## config.mk

```make
export PLATFORM = sky130hd
export DESIGN_NAME = saradc_sar_ctrl
export DESIGN_NICKNAME = d
export VERILOG_FILES = /design/src/rtl/saradc_sar_ctrl.sv
export SDC_FILE = /design/constraint.sdc
export NUM_CORES = 1
export LEC_CHECK = 0
export BUFFER_PORTS_ARGS = -buffer_cell sky130_fd_sc_hd__buf_4
export CAP_MARGIN = 10
export CELL_PAD_IN_SITES_DETAIL_PLACEMENT = 0
export CELL_PAD_IN_SITES_GLOBAL_PLACEMENT = 1
export CORE_MARGIN = 2
export CORE_UTILIZATION = 43
export CTS_CLUSTER_SIZE = 25
export DETAILED_ROUTE_END_ITERATION = 10
export MAX_ROUTING_LAYER = met4
export PLACE_DENSITY_LB_ADDON = 0.08
export SYNTH_ARGS = -nofsm -noshare
export SYNTH_HDL_FRONTEND = slang
export SYNTH_SLANG_ARGS = --single-unit
```

## constraint.sdc

```tcl
create_clock -name clk -period 2.19 [get_ports clk]
set_clock_uncertainty 0.05 [all_clocks]
set_input_delay 0 -clock clk [delete_from_list [all_inputs] [get_ports clk]]
set_output_delay 0 -clock clk [all_outputs]
set_load 0.02 [all_outputs]
```

## src/rtl/saradc_sar_ctrl.sv

```systemverilog
`default_nettype none
// ============================================================================
// Module   : saradc_sar_ctrl
// Brief    : SAR conversion controller - sample switch, cap-DAC bit trials,
//            comparator trigger/ready handshake, timeout and abort handling.
// Revision : 1.0
// ============================================================================
module saradc_sar_ctrl #(
  parameter int NBITS   = 8,
  parameter int SCW     = 4,
  parameter int TIMEOUT = 15
) (
  input  logic             clk,
  input  logic             rstn,
  input  logic             start,
  input  logic             abort,
  input  logic [SCW-1:0]   sample_cycles,
  input  logic             comp_out,
  input  logic             comp_rdy,
  output logic             sample,
  output logic             comp_trig,
  output logic [NBITS-1:0] dac_sel,
  output logic             busy,
  output logic [NBITS-1:0] result,
  output logic             result_valid,
  output logic             timeout_err
);

  localparam int c_IDX_W  = $clog2(NBITS);
  localparam int c_WCNT_W = $clog2(TIMEOUT + 1);

  typedef enum logic [2:0] {
    S_IDLE   = 3'd0,
    S_SAMPLE = 3'd1,
    S_TRIG   = 3'd2,
    S_WAIT   = 3'd3,
    S_DONE   = 3'd4
  } state_t;

  state_t               r_state, w_state;
  logic [SCW-1:0]       r_scnt, w_scnt, w_sc_load;
  logic [c_WCNT_W-1:0]  r_wcnt, w_wcnt;
  logic [c_IDX_W-1:0]   r_idx, w_idx, w_idx_m1;
  logic [NBITS-1:0]     w_dac, w_result;
  logic                 w_rv, w_terr, w_sample, w_trig, w_busy;

  always_ff @(posedge clk or negedge rstn) begin
    if (!rstn) begin
      r_state      <= S_IDLE;
      r_scnt       <= '0;
      r_wcnt       <= '0;
      r_idx        <= '0;
      sample       <= 1'b0;
      comp_trig    <= 1'b0;
      dac_sel      <= '0;
      busy         <= 1'b0;
      result       <= '0;
      result_valid <= 1'b0;
      timeout_err  <= 1'b0;
    end else begin
      r_state      <= w_state;
      r_scnt       <= w_scnt;
      r_wcnt       <= w_wcnt;
      r_idx        <= w_idx;
      sample       <= w_sample;
      comp_trig    <= w_trig;
      dac_sel      <= w_dac;
      busy         <= w_busy;
      result       <= w_result;
      result_valid <= w_rv;
      timeout_err  <= w_terr;
    end
  end

  always_comb begin
    w_state   = r_state;
    w_scnt    = r_scnt;
    w_wcnt    = r_wcnt;
    w_idx     = r_idx;
    w_idx_m1  = r_idx - 1'b1;
    w_dac     = dac_sel;
    w_result  = result;
    w_rv      = 1'b0;
    w_terr    = timeout_err;
    w_sc_load = (sample_cycles == '0) ? SCW'(1) : sample_cycles;

    case (r_state)
      S_IDLE, S_DONE: begin
        w_dac = '0;
        if (start) begin
          w_state = S_SAMPLE;
          w_scnt  = w_sc_load;
          w_terr  = 1'b0;
        end else begin
          w_state = S_IDLE;
        end
      end
      S_SAMPLE: begin
        if (r_scnt <= SCW'(1)) begin
          w_state            = S_TRIG;
          w_dac              = '0;
          w_dac[NBITS-1]     = 1'b1;
          w_idx              = c_IDX_W'(NBITS - 1);
        end else begin
          w_scnt = r_scnt - 1'b1;
        end
      end
      S_TRIG: begin
        w_state = S_WAIT;
        w_wcnt  = c_WCNT_W'(1);
      end
      S_WAIT: begin
        // A missing ready at the timeout limit is decided as "vin below DAC".
        if (comp_rdy || (r_wcnt >= c_WCNT_W'(TIMEOUT))) begin
          w_dac[r_idx] = comp_rdy & comp_out;
          if (!comp_rdy) begin
            w_terr = 1'b1;
          end
          if (r_idx != '0) begin
            w_dac[w_idx_m1] = 1'b1;
            w_idx           = w_idx_m1;
            w_state         = S_TRIG;
          end else begin
            w_result = w_dac;
            w_rv     = 1'b1;
            w_dac    = '0;
            w_state  = S_DONE;
          end
        end else begin
          w_wcnt = r_wcnt + 1'b1;
        end
      end
      default: w_state = S_IDLE;
    endcase

    if (abort) begin
      w_state  = S_IDLE;
      w_dac    = '0;
      w_rv     = 1'b0;
      w_result = result;
      w_terr   = timeout_err;
    end

    w_sample = (w_state == S_SAMPLE);
    w_trig   = (w_state == S_TRIG);
    w_busy   = (w_state == S_SAMPLE) || (w_state == S_TRIG) || (w_state == S_WAIT);
  end

endmodule
`default_nettype wire

```

; ---- After elaboration in Yosys (flattened, before gate mapping)
; Index checks and enable logic that the tools add are counted.
[classes]
n_eq_ne = 16
n_div = 0
add_sub_neg = 3
n_reduce_logical = 20
n_lt_le_gt_ge = 6
mux = 34
multipliers = 0
bitwise_logic = 4
shift = 0
[op_table]
columns = op, count
row1 = two-way mux 8 bit, 4
row2 = one-hot mux 8 bit (3 select lines), 1
row3 = two-way mux 3 bit, 7
row4 = two-way mux 4 bit, 4
row5 = one-hot mux 4 bit (2 select lines), 2
row6 = != test 2 bit (second input constant), 7
row7 = equality test 3 x 2 -> 1 bit (second input constant), 4
row8 = one-hot mux 3 bit (4 select lines), 1
row9 = two-way mux 1 bit, 10
row10 = bitwise mux 8 bit, 1
row11 = < comparator 3 x 4 -> 1 bit (second input constant), 2
row12 = OR 8 bit, 1
row13 = AND reduction 4 bit, 2
row14 = nonzero test 2 bit, 4
row15 = demux 1 bit (select 3 bit), 2
row16 = equality test 3 x 1 -> 1 bit (second input constant), 2
row17 = >= comparator 3 x 1 -> 1 bit (second input constant), 2
row18 = != test 3 bit (second input constant), 2
row19 = one-hot mux 3 bit (2 select lines), 1
row20 = AND reduction 3 bit, 2
row21 = AND reduction 5 bit, 1
row22 = adder 4 x 1 -> 4 bit (second input constant), 1
row23 = >= comparator 4 bit (second input constant), 1
row24 = less-or-equal comparator 4 x 1 -> 1 bit (second input constant), 1
row25 = other kinds (14), 18
[word_totals]
romBits = 0
word_cells = 94
inputBits = 10
latch_bits = 0
register_bits = 35
ramBits = 0
mem_count = 0

; ---- Longest topological paths before layout
[logic_depth]
depth_word = 10
mapped_depth = 8
mapped_depth_nobuf = 6

; ---- Least setup slack after synthesis
; No wires, ideal clock.
[synth_timing]
path_type = flip-flop to flip-flop
start = reg r_idx[0]
end = reg result[7]
required_ns = 2.067
period_less_slack_ns = 1.881
path_slack_ns = 0.309
arrival_ns = 1.758
path_stages_with_launch = 9
setup_time_ns = 0.073
cell_sequence = dfrtp_1 > buf_2 > inv_1 > ha_1 > and2b_1 > nor4b_4 > buf_6 > nor2_1 > a21oi_2
[synth_via]
elab_chain_cells = 5
[synth_rtl]
columns = element, line
row1 = "start, declared", 43  ; logic [c_IDX_W-1:0] r_idx, w_idx, w_idx_m1;
row2 = "start signal, assigned", 64  ; r_idx <= w_idx;
row3 = < comparator 3 x 4 -> 1 bit (not written as such) or >= comparator 3 x 1 -> 1 bit (tied branches), 115  ; w_dac[r_idx] = comp_rdy & comp_out;
row4 = logical AND 1 bit (not written as such), 115
row5 = two-way mux 1 bit (not written as such), 115
row6 = demux 1 bit (select 3 bit), 115
row7 = bitwise mux 8 bit, 115
row8 = "end signal, assigned", 69  ; result <= w_result;
row9 = "end, declared", 24  ; output logic [NBITS-1:0] result,
; Several ways; a longest one is shown, not always the timed one.
; A chain may end at the register's enable or synchronous reset.

; ---- Final worst setup path
[layout_timing]
start = reg r_wcnt[0]
end = reg dac_sel[3]
[layout_via]
elab_chain_cells = 4
[layout_rtl]
columns = element, line
row1 = "start, declared", 42  ; logic [c_WCNT_W-1:0] r_wcnt, w_wcnt;
row2 = "start signal, assigned", 63  ; r_wcnt <= w_wcnt;
row3 = >= comparator 4 bit, 114  ; if (comp_rdy || (r_wcnt >= c_WCNT_W'(TIMEOUT))) begin
row4 = logical OR 1 bit, 114
row5 = != test 3 bit (no source line), n/a
row6 = AND reduction 3 bit (no source line), n/a
row7 = "end signal, assigned", 67  ; dac_sel <= w_dac;
row8 = "end, declared", 22  ; output logic [NBITS-1:0] dac_sel,
; Every way passes these cells.

==> results.md <==
* Slew @ Worst Pin at 0.543 ns
* Drt pass-1 iters at 4
* Post-placement cell count at 281
* Post-DP HPWL at 3300 microns
* CP Capture Point: dac_sel[3]$_DFFE_PN0P_
* Startpoint Class: register
* Leading cell types in the layout, fill and taps excluded: buf_4, dfrtp_1, nor2_1
* Rows at 24
* Slowest cell on crit path: a2111oi_4
* Final Wtd Congestion at 0.850
* Tmin final at 1.87 ns
* Hold depth at 3
* Main synth FF type: dfrtp_1
* Register clock-pin slew on the reported worst setup and hold paths at 0.07 ns
* Post-synthesis net count at 214
* Setup violations, final at 0
* Synth top area share at 0.438
* Area Overhead vs Synth at 24.1%
* First-pass GRT wire length at 7680 microns
* Comb power frac at 0.362
* Fillcell total at 388
* Clock Power Share at 0.258
* Drt drc at 0
* Buffers & Inverters on Critical Path at 0
* Initial antenna violation count at 0
* Yosys top cell by area: dfrtp_1
* Synth top area cells: dfrtp_1, mux2i_1, a21oi_1
* Hold Violations, Final at 0
* Global route overflow at 0
* Seq/Total Area, Yosys at 0.438
* Initial Util at 0.453
* Num CTS Buffers at 5
* CP Cell Sequence: ha_1 > a31oi_1 > nor2_1 > a2111oi_4 > a22o_1
* CP max FO at 7
* ANT cells at 0
* DR vias/cell at 5.61
* Worst reg2reg endpoint: dac_sel[3]$_DFFE_PN0P_
* CP startpoint: r_wcnt[0]$_DFFE_PN0P_
* Global-route usage over all layers at 0.198
* Iteration-0 DRC Markers at 84
* Peak Freq at 534 MHz
* Post CTS Setup Buffer Count at 0
* # resized after CTS at 0
* Maximum VDD drop at 0.502 mV
* Stages on worst setup path at 5
* Critical path required time at 2.36 ns
* Pleak at 1.15 nW
* Pin count of the biggest net entering global routing at 36
* Port bufs at 30
* Clock latency on the worst-skew pair at 0.29 ns
* Vias in the first global route at 1643
* Commonest non-fill, non-tap cell in the layout: buf_4
* Power Internal at 1.50 mW
* Sequential share of power at 0.379
* Cell Pwr Density at 941 mW/mm^2
* Status: finished clean
* Cell Count, Final, Fillers Out at 295
* Die height at 72.2 microns
* CTS root buffer: clkbuf_8
* Syn Inst Count at 199
* Via Count at 1656
* Hold Path Class: primary input to register
* # nets final at 257
* RSZ-0062 raised after global routing: no
* Die Wd at 72.2 microns
* Slew HR at 0.638
* CP endpoint kind: register
* Cell family with most CP delay: compound AO/OA/AOI/OAI gates
* Critical path data arrival time at 2.05 ns
* Post-synth design cell area at 0.00200 sq mm
* Post-route antenna net violation count at 0
* CTS max path bufs at 2
* Sw frac at 0.359
* Seq cells post-synth at 35
* Syn avg cell area at 10.1 sq um
* Cell count of the worst reg-to-reg path at 5
* Reg2reg start: r_wcnt[0]$_DFFE_PN0P_
* Max Cap Viol at 0
* Setup TNS at 0 ns
* CORE AREA at 0.00441 sq mm
* I/O pin cnt at 31
* Wire length per cell at 15.2 microns
* Clock Sinks at 35
* CTS tree: built
* Post-synth cell types at 55
* Post-synth EDFFs at 0
* Final Cycle Share at 0.855
* R2R Setup Slk at 0.32 ns
* Aggregate routed wire length at 4500 microns
* Sw power at 0.838 mW
* Worst Path Class, Setup: register to register
* Synth Warn # at 0
* Crit-path max cell delay at 0.44 ns
* Async SR Flop Fraction at 1.00
* Die footprint at 0.00521 sq mm
* Htree depth at 2
* Share of cells above drive strength 1 at 0.247
* Slew Limit Fails at 0
==> registers in the layout, indices dropped and copies added, names as in the netlist <==
register and count:
result_valid 1, r_state 3, r_wcnt 4, comp_trig 1
r_scnt 4, timeout_err 1, busy 1, result 8
r_idx 3, sample 1, dac_sel 8
==> cell type report <==
class	count	area, sq um	share of cell area
multi-input cells	145	1030	0.414
flip-flops and latches	35	876	0.353
repair buffers	47	368	0.148
clock buffers	6	82.6	0.0332
well taps	52	65.1	0.0262
clock inverters	2	35.0	0.0141
inverters	8	30.0	0.0121
==> routing by layer <==
metal	vias to the layer above	global-route usage	wire, microns
met5	-	-	0
met4	0	0.0985	128
met3	10	0.0417	159
met2	37	0.326	2320
met1	780	0.230	1890
li1	829	-	-
==> power groups by stage <==
stage	sequential, mW	combinational, mW	clock [mW]
3_3_place_gp	0.888	0.823	0
3_5_place_dp	0.894	0.842	0
6_report	0.887	0.847	0.604
5_1_grt	0.903	0.953	0.648
4_1_cts	0.883	0.852	0.621
2_1_floorplan	0.865	0.610	0
==> timing repair <==
action,in CTS,in global routing
hold buffers,6,0
hold endpoints to repair,45,0
endpoints found under the setup margin,0,0
==> metrics by stage <==
stage | cell area (sq um) | total power [mW] | utilization | setup WS [ns] | hold slack (ns)
2_1_floorplan | 2000 | 1.47 | - | 0.309 | -0.346
3_3_place_gp | 2310 | 1.71 | 0.522 | 0.352 | -0.0741
3_5_place_dp | 2310 | 1.74 | 0.522 | 0.358 | -0.0648
4_1_cts | 2480 | 2.36 | 0.563 | 0.316 | 0.0189
5_1_grt | 2480 | 2.50 | 0.563 | 0.180 | 0.0492
6_report | 2480 | 2.34 | 0.563 | 0.318 | 0.0269
==> worst reg2reg max path, delay by kind of cell, from the launching register on <==
family	cells	cell delay, ns
and+or+nand+nor	1	0.14
adders and majority gates	1	0.25
AOI/OAI and AO/OA	3	0.94
DFF	1	0.43
==> worst min path at each step <==
stage	startpoint	slack (ns)	to
3_5_place_dp	rstn	-0.06	result[1]$_DFFE_PN0P_
2_1_floorplan	rstn	-0.35	busy$_DFF_PN0_
3_3_place_gp	rstn	-0.07	result[4]$_DFFE_PN0P_
4_1_cts	sample_cycles[1]	0.02	r_scnt[1]$_DFFE_PN0P_
5_1_grt	sample_cycles[0]	0.05	r_scnt[0]$_DFFE_PN0P_
6_report	sample_cycles[0]	0.03	r_scnt[0]$_DFFE_PN0P_
==> Yosys cell counts (5+ instances only) <==
master    number
dfrtp_1       35
nand3_1        6
mux2i_1        8
nand2_1       11
a21oi_1       14
ha_1           5
o21ai_0       11
a22o_1         8
nor2_1        18
a211oi_1       9
inv_1          8
==> kinds of logic (layout without fill, tap and decap cells) <==
kind of cell             after synthesis  after routing  synth area share
AND/OR/NAND/NOR                       67             67             0.205
buffers and inverters                 19             63            0.0488
AO/OA/AOI/OAI                         62             62             0.223
adder cells (fa/ha/maj)                5              5            0.0313
multiplexers                           9              9            0.0457
flip-flops                            35             35             0.438
XOR/XNOR                               2              2           0.00876
Note: power is estimated with default switching activity, not from simulation.
